`src/rtl/pipe_pkg.sv`:
```
// rtl/pipe_pkg.sv - shared types and constants for the pipeline hazard sequencer
package pipe_pkg;
  localparam int REG_W = 4;

  typedef enum logic [1:0] {RUN, DRAIN, HALTED} hz_state_e;

  typedef struct packed {
    logic pc_we;
    logic ifid_we;
    logic ifid_flush;
    logic idex_bubble;
    logic pipe_hold;
    logic memwb_bubble;
  } stall_ctrl_t;

  localparam stall_ctrl_t CTRL_RESET  = 6'b001101;
  localparam stall_ctrl_t CTRL_RUN    = 6'b110000;
  localparam stall_ctrl_t CTRL_MEM    = 6'b000011;
  localparam stall_ctrl_t CTRL_FLUSH  = 6'b111100;
  localparam stall_ctrl_t CTRL_BUBBLE = 6'b000100;
endpackage

```
`src/rtl/hazard_detect.sv`:
```
// rtl/hazard_detect.sv - combinational load-use and dmem-wait detection
module hazard_detect #(
  parameter int REG_W = pipe_pkg::REG_W
) (
  input  logic [REG_W-1:0] ifid_rs,
  input  logic [REG_W-1:0] ifid_rt,
  input  logic             ifid_uses_rt,
  input  logic             idex_mr,
  input  logic [REG_W-1:0] idex_rt,
  input  logic             exmem_mr,
  input  logic             exmem_mw,
  input  logic             dmem_ready,
  output logic             load_use,
  output logic             mem_stall
);
  // r0 is hardwired zero, so a load targeting it never creates a dependency
  assign load_use  = idex_mr && (idex_rt != '0) &&
                     ((idex_rt == ifid_rs) || (ifid_uses_rt && (idex_rt == ifid_rt)));
  assign mem_stall = (exmem_mr || exmem_mw) && !dmem_ready;
endmodule

```
`src/rtl/pipeline_hazard_ctrl.sv`:
```
// rtl/pipeline_hazard_ctrl.sv - stall/flush sequencer for the 5-stage pipeline
module pipeline_hazard_ctrl #(
  parameter int REG_W     = pipe_pkg::REG_W,
  parameter int MEM_TMO   = 15,
  parameter int DRAIN_CYC = 3,
  parameter int CNT_W     = 16
) (
  input  logic             clk,
  input  logic             rst_n,
  input  logic [REG_W-1:0] ifid_rs,
  input  logic [REG_W-1:0] ifid_rt,
  input  logic             ifid_uses_rt,
  input  logic             ifid_halt,
  input  logic             idex_mr,
  input  logic [REG_W-1:0] idex_rt,
  input  logic             exmem_mr,
  input  logic             exmem_mw,
  input  logic             dmem_ready,
  input  logic             br_taken,
  output logic             pc_we,
  output logic             ifid_we,
  output logic             ifid_flush,
  output logic             idex_bubble,
  output logic             pipe_hold,
  output logic             memwb_bubble,
  output logic             halted,
  output logic             mem_err,
  output logic [CNT_W-1:0] stall_cnt
);
  import pipe_pkg::*;

  localparam int DRW = (DRAIN_CYC > 1) ? $clog2(DRAIN_CYC) : 1;

  hz_state_e   state;
  logic [DRW-1:0] drain_cnt;
  logic [7:0]  wait_cnt;
  logic        load_use;
  logic        mem_stall;
  logic        halt_accept;
  stall_ctrl_t ctrl;

  hazard_detect #(.REG_W(REG_W)) u_detect (
    .ifid_rs      (ifid_rs),
    .ifid_rt      (ifid_rt),
    .ifid_uses_rt (ifid_uses_rt),
    .idex_mr      (idex_mr),
    .idex_rt      (idex_rt),
    .exmem_mr     (exmem_mr),
    .exmem_mw     (exmem_mw),
    .dmem_ready   (dmem_ready),
    .load_use     (load_use),
    .mem_stall    (mem_stall)
  );

  assign halt_accept = (state == RUN) && !mem_stall && !br_taken && !load_use && ifid_halt;

  // Outputs follow reset combinationally so the pipe is quiesced the instant rst_n drops
  always_comb begin
    ctrl = CTRL_RUN;
    if (!rst_n) begin
      ctrl = CTRL_RESET;
    end else if (state != RUN) begin
      ctrl              = CTRL_BUBBLE;
      ctrl.pipe_hold    = mem_stall;
      ctrl.memwb_bubble = mem_stall;
    end else if (mem_stall) begin
      ctrl = CTRL_MEM;
    end else if (br_taken) begin
      ctrl = CTRL_FLUSH;
    end else if (load_use || ifid_halt) begin
      ctrl = CTRL_BUBBLE;
    end
  end

  assign pc_we        = ctrl.pc_we;
  assign ifid_we      = ctrl.ifid_we;
  assign ifid_flush   = ctrl.ifid_flush;
  assign idex_bubble  = ctrl.idex_bubble;
  assign pipe_hold    = ctrl.pipe_hold;
  assign memwb_bubble = ctrl.memwb_bubble;
  assign halted       = (state == HALTED);

  always_ff @(posedge clk or negedge rst_n) begin
    if (!rst_n) begin
      state     <= RUN;
      drain_cnt <= '0;
      wait_cnt  <= '0;
      stall_cnt <= '0;
      mem_err   <= 1'b0;
    end else begin
      if (mem_stall) begin
        if (wait_cnt != 8'hff) wait_cnt <= wait_cnt + 8'd1;
        if (({1'b0, wait_cnt} + 9'd1) >= 9'(MEM_TMO)) mem_err <= 1'b1;
      end else begin
        wait_cnt <= '0;
      end

      if ((state == RUN) && !ctrl.pc_we && (stall_cnt != {CNT_W{1'b1}}))
        stall_cnt <= stall_cnt + 1'b1;

      case (state)
        RUN: begin
          if (halt_accept) begin
            state     <= DRAIN;
            drain_cnt <= '0;
          end
        end
        DRAIN: begin
          if (!mem_stall) begin
            if (drain_cnt == DRW'(DRAIN_CYC - 1)) state <= HALTED;
            else drain_cnt <= drain_cnt + 1'b1;
          end
        end
        default: state <= HALTED;
      endcase
    end
  end
endmodule
```
`config.mk`:
```
export PLATFORM = sky130hd
export DESIGN_NAME = pipeline_hazard_ctrl
export DESIGN_NICKNAME = d
export VERILOG_FILES = /design/src/rtl/pipe_pkg.sv /design/src/rtl/hazard_detect.sv /design/src/rtl/pipeline_hazard_ctrl.sv
export SDC_FILE = /design/constraint.sdc
export NUM_CORES = 1
export LEC_CHECK = 0
export ABC_AREA = 1
export CAP_MARGIN = 20
export CORE_MARGIN = 2
export CORE_UTILIZATION = 45
export CTS_CLUSTER_DIAMETER = 120
export CTS_CLUSTER_SIZE = 20
export DETAILED_ROUTE_END_ITERATION = 8
export PLACE_DENSITY = 0.78
export SLEW_MARGIN = 30
export SYNTH_ARGS = -nofsm -noshare
export SYNTH_HDL_FRONTEND = slang
export SYNTH_SLANG_ARGS = --single-unit
export TNS_END_PERCENT = 10
```
`constraint.sdc`:
```
create_clock -name clk -period 1.6 [get_ports clk]
set_clock_uncertainty 0.2 [all_clocks]
set_input_delay 0.16 -clock clk [delete_from_list [all_inputs] [get_ports clk]]
set_output_delay 0.16 -clock clk [all_outputs]
set_load 0.1 [all_outputs]
```
* Yosys cells after proc, flatten, opt, wreduce, memory -nomap -nowiden
Cells that the tools add are included.
** Operators by class
- Mux-type cells :: 15
- Add/sub/neg operators :: 4
- Magnitude comparators :: 1
- Reduce and logical (&&, ||, !) cells :: 25
- Equality and inequality tests :: 12
** Operators by type and width (count)
- 6-bit two-way mux :: 5
- 16-bit by 1-bit adder with 16-bit output (second input constant) :: 1
- 8-bit two-way mux :: 2
- 16-bit != test (second input constant) :: 1
- 2-bit two-way mux :: 6
- 1-bit logical AND :: 10
- 8-bit by 1-bit adder with 9-bit output (second input constant) :: 1
- 9-bit by 4-bit greater-or-equal comparator with 1-bit output (second input constant) :: 1
- 8-bit by 1-bit adder with 8-bit output (second input constant) :: 1
- 4-bit == test :: 2
- 2-bit != test (second input constant) :: 4
- 8-bit != test (second input constant) :: 1
- 2-bit one-hot mux with 2 select lines :: 2
- 1-bit logical NOT :: 5
- 2-bit == test (second input constant) :: 2
- 4-bit AND reduction :: 1
- 2-bit nonzero test :: 2
- 4-bit nonzero test :: 1
- 1-bit logical OR :: 3
- 3-bit AND reduction :: 1
- 2-bit by 1-bit adder with 2-bit output (second input constant) :: 1
- 2-bit by 1-bit == test with 1-bit output (second input constant) :: 1
- 2-bit logical NOT :: 1
- 2-bit by 1-bit != test with 1-bit output (second input constant) :: 1
- 2-bit AND reduction :: 1
** Word-level totals
- Logic and storage cells :: 62
- Input port bits :: 21
- Flip-flop bits (word level) :: 29
- Output and inout bits :: 24

* Depth between registers and ports, before layout
Gate-level depths: netlist of run 1.
- Depth in word-level cells :: 13
- Depth in mapped cells :: 14
- Gate-level depth less buffers :: 13

* By module
Synthesis of run 1 repeated with hierarchy kept, for this count alone.
** Second synthesis, totals
- Cell total of the unflattened synthesis :: 285
- Area total of the unflattened synthesis :: 1971.9 µm²
** Modules (own cells, without submodules)
- pipeline_hazard_ctrl :: area an instance 1790.5 µm², instances 1, seq. area each 725.7 µm², cells an instance 241
- hazard_detect :: area an instance 181.4 µm², instances 1, seq. area each 0.0 µm², cells an instance 44

* Worst setup path after synthesis of run 1
No wires, ideal clock.
- Path type :: register to output
- Start :: register state[0]
- End :: output ifid_flush
- Path buffers :: 0
- Slack :: -1.546 ns
- Required time :: 1.240 ns
- Cell stages (with the launch flop) :: 4
- Arrival time :: 2.786 ns
- Cells stage by stage :: dfrtp_1 > nor2_8 > nand2_1 > o21ai_0
** Between the ends
- Word-level cells in the longest chain between the ends :: 3
** Ends and longest elaborated chain
- start: declaration :: RTL line pipeline_hazard_ctrl.sv:34 : hz_state_e state;
- start signal: assignment :: RTL line pipeline_hazard_ctrl.sv:85 : state <= RUN;
- start signal: assignment :: RTL line pipeline_hazard_ctrl.sv:104 : state <= DRAIN;
- start signal: assignment :: RTL line pipeline_hazard_ctrl.sv:110 : if (drain_cnt == DRW'(DRAIN_CYC - 1)) state <= HALTED;
- 2-bit nonzero test :: RTL line pipeline_hazard_ctrl.sv:62 : end else if (state != RUN) begin
- 6-bit two-way mux :: RTL line pipeline_hazard_ctrl.sv:62
- 6-bit two-way mux :: RTL line pipeline_hazard_ctrl.sv:60 : if (!rst_n) begin
- end: declaration :: RTL line pipeline_hazard_ctrl.sv:22 : output logic ifid_flush,
Every way passes these cells.

* Worst setup path after layout of run 1
- Start :: register state[0]
- End :: output ifid_we
** Between the ends
- Word-level cells in the longest chain between the ends :: 3
** Ends and longest elaborated chain
- 2-bit nonzero test :: RTL line pipeline_hazard_ctrl.sv:62
- 6-bit two-way mux :: RTL line pipeline_hazard_ctrl.sv:62
- 6-bit two-way mux :: RTL line pipeline_hazard_ctrl.sv:60
- end: declaration :: RTL line pipeline_hazard_ctrl.sv:21 : output logic ifid_we,
Every way passes these cells.

==> results of run 1 <==
==> sequential cells by signal (all words and copies together) (netlist names) <==
register and count:
wait_cnt 8, drain_cnt 2, mem_err 1, stall_cnt 16, state 2
==> tightest hold or removal path, delay by kind of cell, from the launching register on <==
family             cells  cell delay (ns)
and+or+nand+nor        1             0.05
AOI/OAI and AO/OA      1             0.06
DFF                    1             0.35
==> cells by family after synthesis <==
logic type	Yosys count	synth area share, %
simple gates	155	40.2
flops	29	36.0
xor+xnor	20	8.69
compound gates	15	4.28
buf+inv	38	8.32
fa+ha+maj	4	2.48
==> worst max-delay path by stage <==
| stage | start | endpoint | slack (ns) |
|---|---|---|---|
| 2_1_floorplan | stall_cnt[0]$_DFFE_PN0P_ | stall_cnt[10]$_DFFE_PN0P_ | -0.23 |
| 3_3_place_gp | idex_rt[0] | stall_cnt[6]$_DFFE_PN0P_ | -0.48 |
| 5_1_grt | state[0]$_DFFE_PN0P_ | ifid_we | -0.33 |
| 4_1_cts | state[1]$_DFFE_PN0P_ | pc_we | -0.27 |
| 6_report | state[0]$_DFFE_PN0P_ | ifid_we | -0.26 |
| 3_5_place_dp | idex_rt[0] | stall_cnt[4]$_DFFE_PN0P_ | -0.56 |
==> Yosys cell counts (all sizes together) (2+ instances only) <==
library cell / count
a21oi: 2
buf: 5
dfrtp: 29
ha: 4
inv: 32
nand2: 82
nand3: 20
nand4: 19
nor2: 26
nor3: 6
o21ai: 8
xnor2: 7
xor2: 13
==> power groups by stage <==
stage                     Sequential (mW)  Clock (mW)  Combinational, mW
after floorplan                      1.44           0              0.986
after global placement              0.998           0               2.17
after detailed placement             1.01           0               2.21
after CTS                            1.00       0.701               2.46
after global routing                 1.02       0.741               2.63
final                                1.01       0.703               2.51
==> repair_timing <==
action | 4_1_cts | 5_1_grt
setup endpoints to repair | 33 | 34
setup buffers | 3 | 1
pin swaps | 14 | 10
resized for setup | 39 | 26
gates cloned | 1 | 0
==> layer usage <==
layer  up-vias  global-route usage, %
met5         -                      0
met4         0                   11.5
met3        23                   6.41
met2        89                   47.6
met1      1061                   33.7
li1       1025                      -
==> cell type report <==
class	count	area, um^2	share of cell area (%)
Tap cell	52	65.1	1.88
Inverter	32	133	3.83
Clock inverter	1	5.00	0.144
Timing Repair Buffer	90	1080	31.1
Multi-Input combinational cell	194	1310	37.7
Sequential cell	29	781	22.5
Clock buffer	7	96.3	2.78
==> impl_metrics.yaml, run 1 <==
outcome:
  status: "finished with violations"
  violations: "setup timing"
setup_path:
  crit_buf_inv: 3
  cp.depth: 7
  reg2reg_depth: 8
  crit_family: "flip-flops"
  r2r_slack_ns: -0.20
  r2r_start: "stall_cnt[8]$_DFFE_PN0P_"
  start_kind: "flop"
  slowest_delay_ns: 0.45
  worst_ep_required_time_ns: 1.24
  r2r_end: "stall_cnt[4]$_DFFE_PN0P_"
  crit_type: "reg -> out"
  slowest_stage: "dfrtp_2"
  path_common_cell: "buf_12"
  crit_arrival_ns: 1.50
  critical_path.cell_chain: "nor2_8 > nand2_4 > nor2_4 > nand2_8 > buf_12 > inv_12 > buf_12"
  critical_path.max_fanout: 2
  critPathCaptureType: "output pin"
synthesis:
  synth_edf_count: 0
  synth_cells: 261
  yosysUniqueCellTypes: 34
  async_flop_share_pct: 100
  ys.flop_type: "dfrtp_1"
  synth_top_area_cell: "dfrtp_1"
  yosys.area.top_type_share_pct: 36.0
  synth_nets: 286
  ys.warnings.count: 0
  synth_area_per_cell_um2: 7.72
  ys_seq_area_share_pct: 36.0
  synthTopCellsByArea: "dfrtp_1 36%, nand2_1 11%, nand2_2 5.9%, xor2_1 5.6%, nand4_1 5.6%"
  synth_area_um2: 2020
  synth_seq_cells: 29
min_path:
  hold_path.class: "reg -> reg"
  min_path_cells: 2
  hold_path_startpoint: "drain_cnt[1]$_DFFE_PN0P_"
  holdPathEnd: "drain_cnt[1]$_DFFE_PN0P_"
routing:
  drt_first_pass_iters: 4
  routed_wl_um: 6710
  drc: 0
  met2_wirelength_um: 3420
  met3WireLength_um: 351
  met1_length_um: 2740
  top_layer_used: "met4"
  vias: 2198
  drtIter0Drc: 188
  ant_nets: 0
  viasPerCell: 5.43
  post_drt_wl_per_cell_um: 16.6
clocking:
  numCtsBuffers: 5
  cts_hold_buf: 0
  cts_sinks: 29
  path_clk_slew_ns: 0.07
  cts_tree: "built"
  htreeDepth: 2
  cts.path.max_buffers: 2
  cts-root-buf: "clkbuf_8"
  clock_latency_ns: 0.30
floorplanning:
  die_h_um: 70.9
  num_rows: 24
  die_w_um: 70.9
  core_um2: 4320
  floorplan.initialDensity_pct: 46.6
  ios: 45
  dieArea_um2: 5030
placed_design:
  portBuffers: 44
  place_inst: 392
  placed_cell_area_um2: 3160
  pre_cts_ws_ns: -0.555
  place_congestion: 0.930
  dp_hpwl_um: 4090
run:
  cap_violations: 0
power_and_ir_drop:
  seq_power_share_pct: 23.9
  powerDensity_nw_per_um2: 1220
  power_frac_comb_pct: 59.4
  pwr-share-clk_pct: 16.7
  power_leakage_nw: 1.68
  p_sw_mw: 1.94
  switching_share_pct: 45.9
  power_mw: 4.22
  p_int_mw: 2.28
  irDropWorstVdd_uv: 827
timing:
  tightest_slew_ns: 0.382
  min_period_ns: 1.86
  setup_viol: 28
  hold_viol: 0
  max_freq_mhz: 537
  setup_ws_ns: -0.261
  rsz0062_at_grt: "true"
  drv_slew: 0
  hold_slack_ns: 0.294
  period_share_pct: 116
  finalSetupTns_ns: -3.30
  slew-limit-headroom_pct: 74.5
final_layout:
  final_cells: 405
  layout-drive-gt1-share_pct: 46.2
  fin_util_pct: 80.2
  layout_commonest_cell: "nand2_1"
  syn_to_final_growth_pct: 72.0
  nets: 377
  diodes: 0
  fillCellCount: 262
  stdcell_area_um2: 3470
  final_cell_mix: "52 x nand2_1, 42 x buf_4, 25 x inv_1, 25 x buf_12, 22 x nand2_2"
grt:
  grt_pass1_vias: 2219
  antenna_found_initial: 0
  grt_overflow_total: 0
  grt_use_total_pct: 27.8
  grt_max_degree: 30
  grt_pass1_wl_um: 10800
Note: power is estimated with default switching activity, not from simulation.
==> run 2: changes to the inputs <==
PLACE_DENSITY = 0.76   (was 0.78)
clock period = 2.2 ns   (was 1.6 ns; I/O delays follow)
==> run 2 against run 1 <==
The flow now finishes without violations; first-iteration DRC count shrank 42%; clock-buffer cell count unchanged; total power shrank 42%; flip-flop and latch count unchanged; combinational power down 50%; global-route usage down 7.3 points; critical path depth grew 3; final area is 22% lower; utilization down 18 points; via count down 15%; wire length shrank 32%; critical path type is now in -> out; largest cell class unchanged.
==> impl_metrics.yaml, run 2 (synthesis gave the netlist of run 1 again) <==
timing:
  slew-limit-headroom_pct: 73.3
  finalSetupTns_ns: 0
  rsz0062_at_grt: "false"
  setup_ws_ns: 0.139
  drv_slew: 0
  setup_viol: 0
  tightest_slew_ns: 0.400
  max_freq_mhz: 485
  hold_viol: 0
  period_share_pct: 93.7
  hold_slack_ns: 0.233
  min_period_ns: 2.06
routing:
  ant_nets: 0
  drtIter0Drc: 109
  post_drt_wl_per_cell_um: 12.5
  drc: 0
  routed_wl_um: 4580
  viasPerCell: 5.09
  drt_first_pass_iters: 4
  vias: 1867
setup_path:
  critPathCaptureType: "output pin"
  critical_path.max_fanout: 2
  crit_type: "in -> out"
  path_common_cell: "nand2_1"
  crit_buf_inv: 2
  slowest_stage: "clkdlybuf4s50_1"
  worst_ep_required_time_ns: 1.78
  crit_arrival_ns: 1.64
  r2r_start: "stall_cnt[0]$_DFFE_PN0P_"
  r2r_slack_ns: 0.27
  critical_path.cell_chain: "clkdlybuf4s50_1 > xor2_1 > nor2_1 > nand2_1 > nand2_1 > nand2_2 > nand2_4 > o21ai_0 > nand3_1 > buf_12"
  r2r_end: "stall_cnt[7]$_DFFE_PN0P_"
  reg2reg_depth: 7
  start_kind: "input port"
  slowest_delay_ns: 0.47
  crit_family: "buffers and inverters"
power_and_ir_drop:
  power_frac_comb_pct: 50.7
  irDropWorstVdd_uv: 518
  p_sw_mw: 1.19
  power_mw: 2.46
  power_leakage_nw: 1.36
  powerDensity_nw_per_um2: 915
  seq_power_share_pct: 29.7
  p_int_mw: 1.27
  switching_share_pct: 48.5
  pwr-share-clk_pct: 19.6
placed_design:
  portBuffers: 44
  pre_cts_ws_ns: 0.0251
  dp_hpwl_um: 3590
  place_inst: 359
  placed_cell_area_um2: 2580
  place_congestion: 0.883
grt:
  antenna_found_initial: 0
  grt_overflow_total: 0
  grt_use_total_pct: 20.4
  grt_max_degree: 33
  grt_pass1_vias: 1915
  grt_pass1_wl_um: 8310
final_layout:
  final_cell_mix: "60 x nand2_1, 25 x inv_1, 25 x buf_4, 21 x nor2_1"
  stdcell_area_um2: 2690
  final_cells: 367
  diodes: 0
  syn_to_final_growth_pct: 33.5
  top_register: "stall_cnt"
  nets: 339
  layout_commonest_cell: "nand2_1"
  largest_register_ffs: 16
  top_regs: "stall_cnt x16, wait_cnt x8"
  fin_util_pct: 62.2
  layout-drive-gt1-share_pct: 28.6
floorplanning:
  die_h_um: 70.9
  num_rows: 24
  die_w_um: 70.9
  core_um2: 4320
  dieArea_um2: 5030
  floorplan.initialDensity_pct: 46.6
  ios: 45
clocking:
  numCtsBuffers: 5
  cts_sinks: 29
  cts_tree: "built"
  cts-root-buf: "clkbuf_8"
  post_cts_buffers: 0
  clock_latency_ns: 0.28
  path_clk_slew_ns: 0.06
  htreeDepth: 2
  cts.path.max_buffers: 2
min_path:
  hold_path.class: "in -> async"
run:
  cap_violations: 0
outcome:
  status: "complete, no violations"
## run 2: changes by cell type in the layout (fill, tap and decap cells not counted), sizes merged
cell,previous run,this run
buf,70,32
bufbuf,1,0
clkdlybuf4s15,2,0
clkdlybuf4s50,5,16
dlygate4sd2,10,0
dlymetal6s2s,2,4
## run 2: worst max-delay path by stage
stage,start,end,slack (ns),depth (start not counted)
3_3_place_gp,idex_rt[2],stall_cnt[14]$_DFFE_PN0P_,0.07,14
5_1_grt,ifid_rs[1],idex_bubble,0.03,12
6_report,ifid_rs[0],idex_bubble,0.14,10
2_1_floorplan,state[0]$_DFFE_PN0P_,pc_we,-0.08,7
3_5_place_dp,idex_rt[0],stall_cnt[1]$_DFFE_PN0P_,0.03,14
4_1_cts,idex_rt[0],idex_bubble,0.03,10
## run 2: area by class of cell
class | instances | area [um^2]
Clock buffer | 7 | 96.3
Clock inverter | 1 | 5.00
Fill cell | 389 | 1630
Inverter | 32 | 120
Multi-Input combinational cell | 194 | 1130
Sequential cell | 29 | 741
Tap cell | 52 | 65.1
Timing Repair Buffer | 52 | 538
## run 2: layer usage
layer	GRT usage (%)	share of wire, %	up-vias
li1	-	-	953
met1	25.8	46	883
met2	35.7	51	24
met3	3.70	2.5	7
met4	6.29	1.2	0
met5	0	0	-
## run 2: repair_timing
action,CTS,global route
hold buffers,0,0
endpoints found under the hold margin,0,0
setup endpoints to repair,0,3
gates resized for setup,0,4
## run 2: power groups by stage
stage	registers [mW]	clock network (mW)	logic, mW
final	0.731	0.482	1.25
after global routing	0.746	0.513	1.33
after CTS	0.732	0.492	1.26
after detailed placement	0.742	0	1.26
after global placement	0.738	0	1.23
after floorplan	1.01	0	0.667
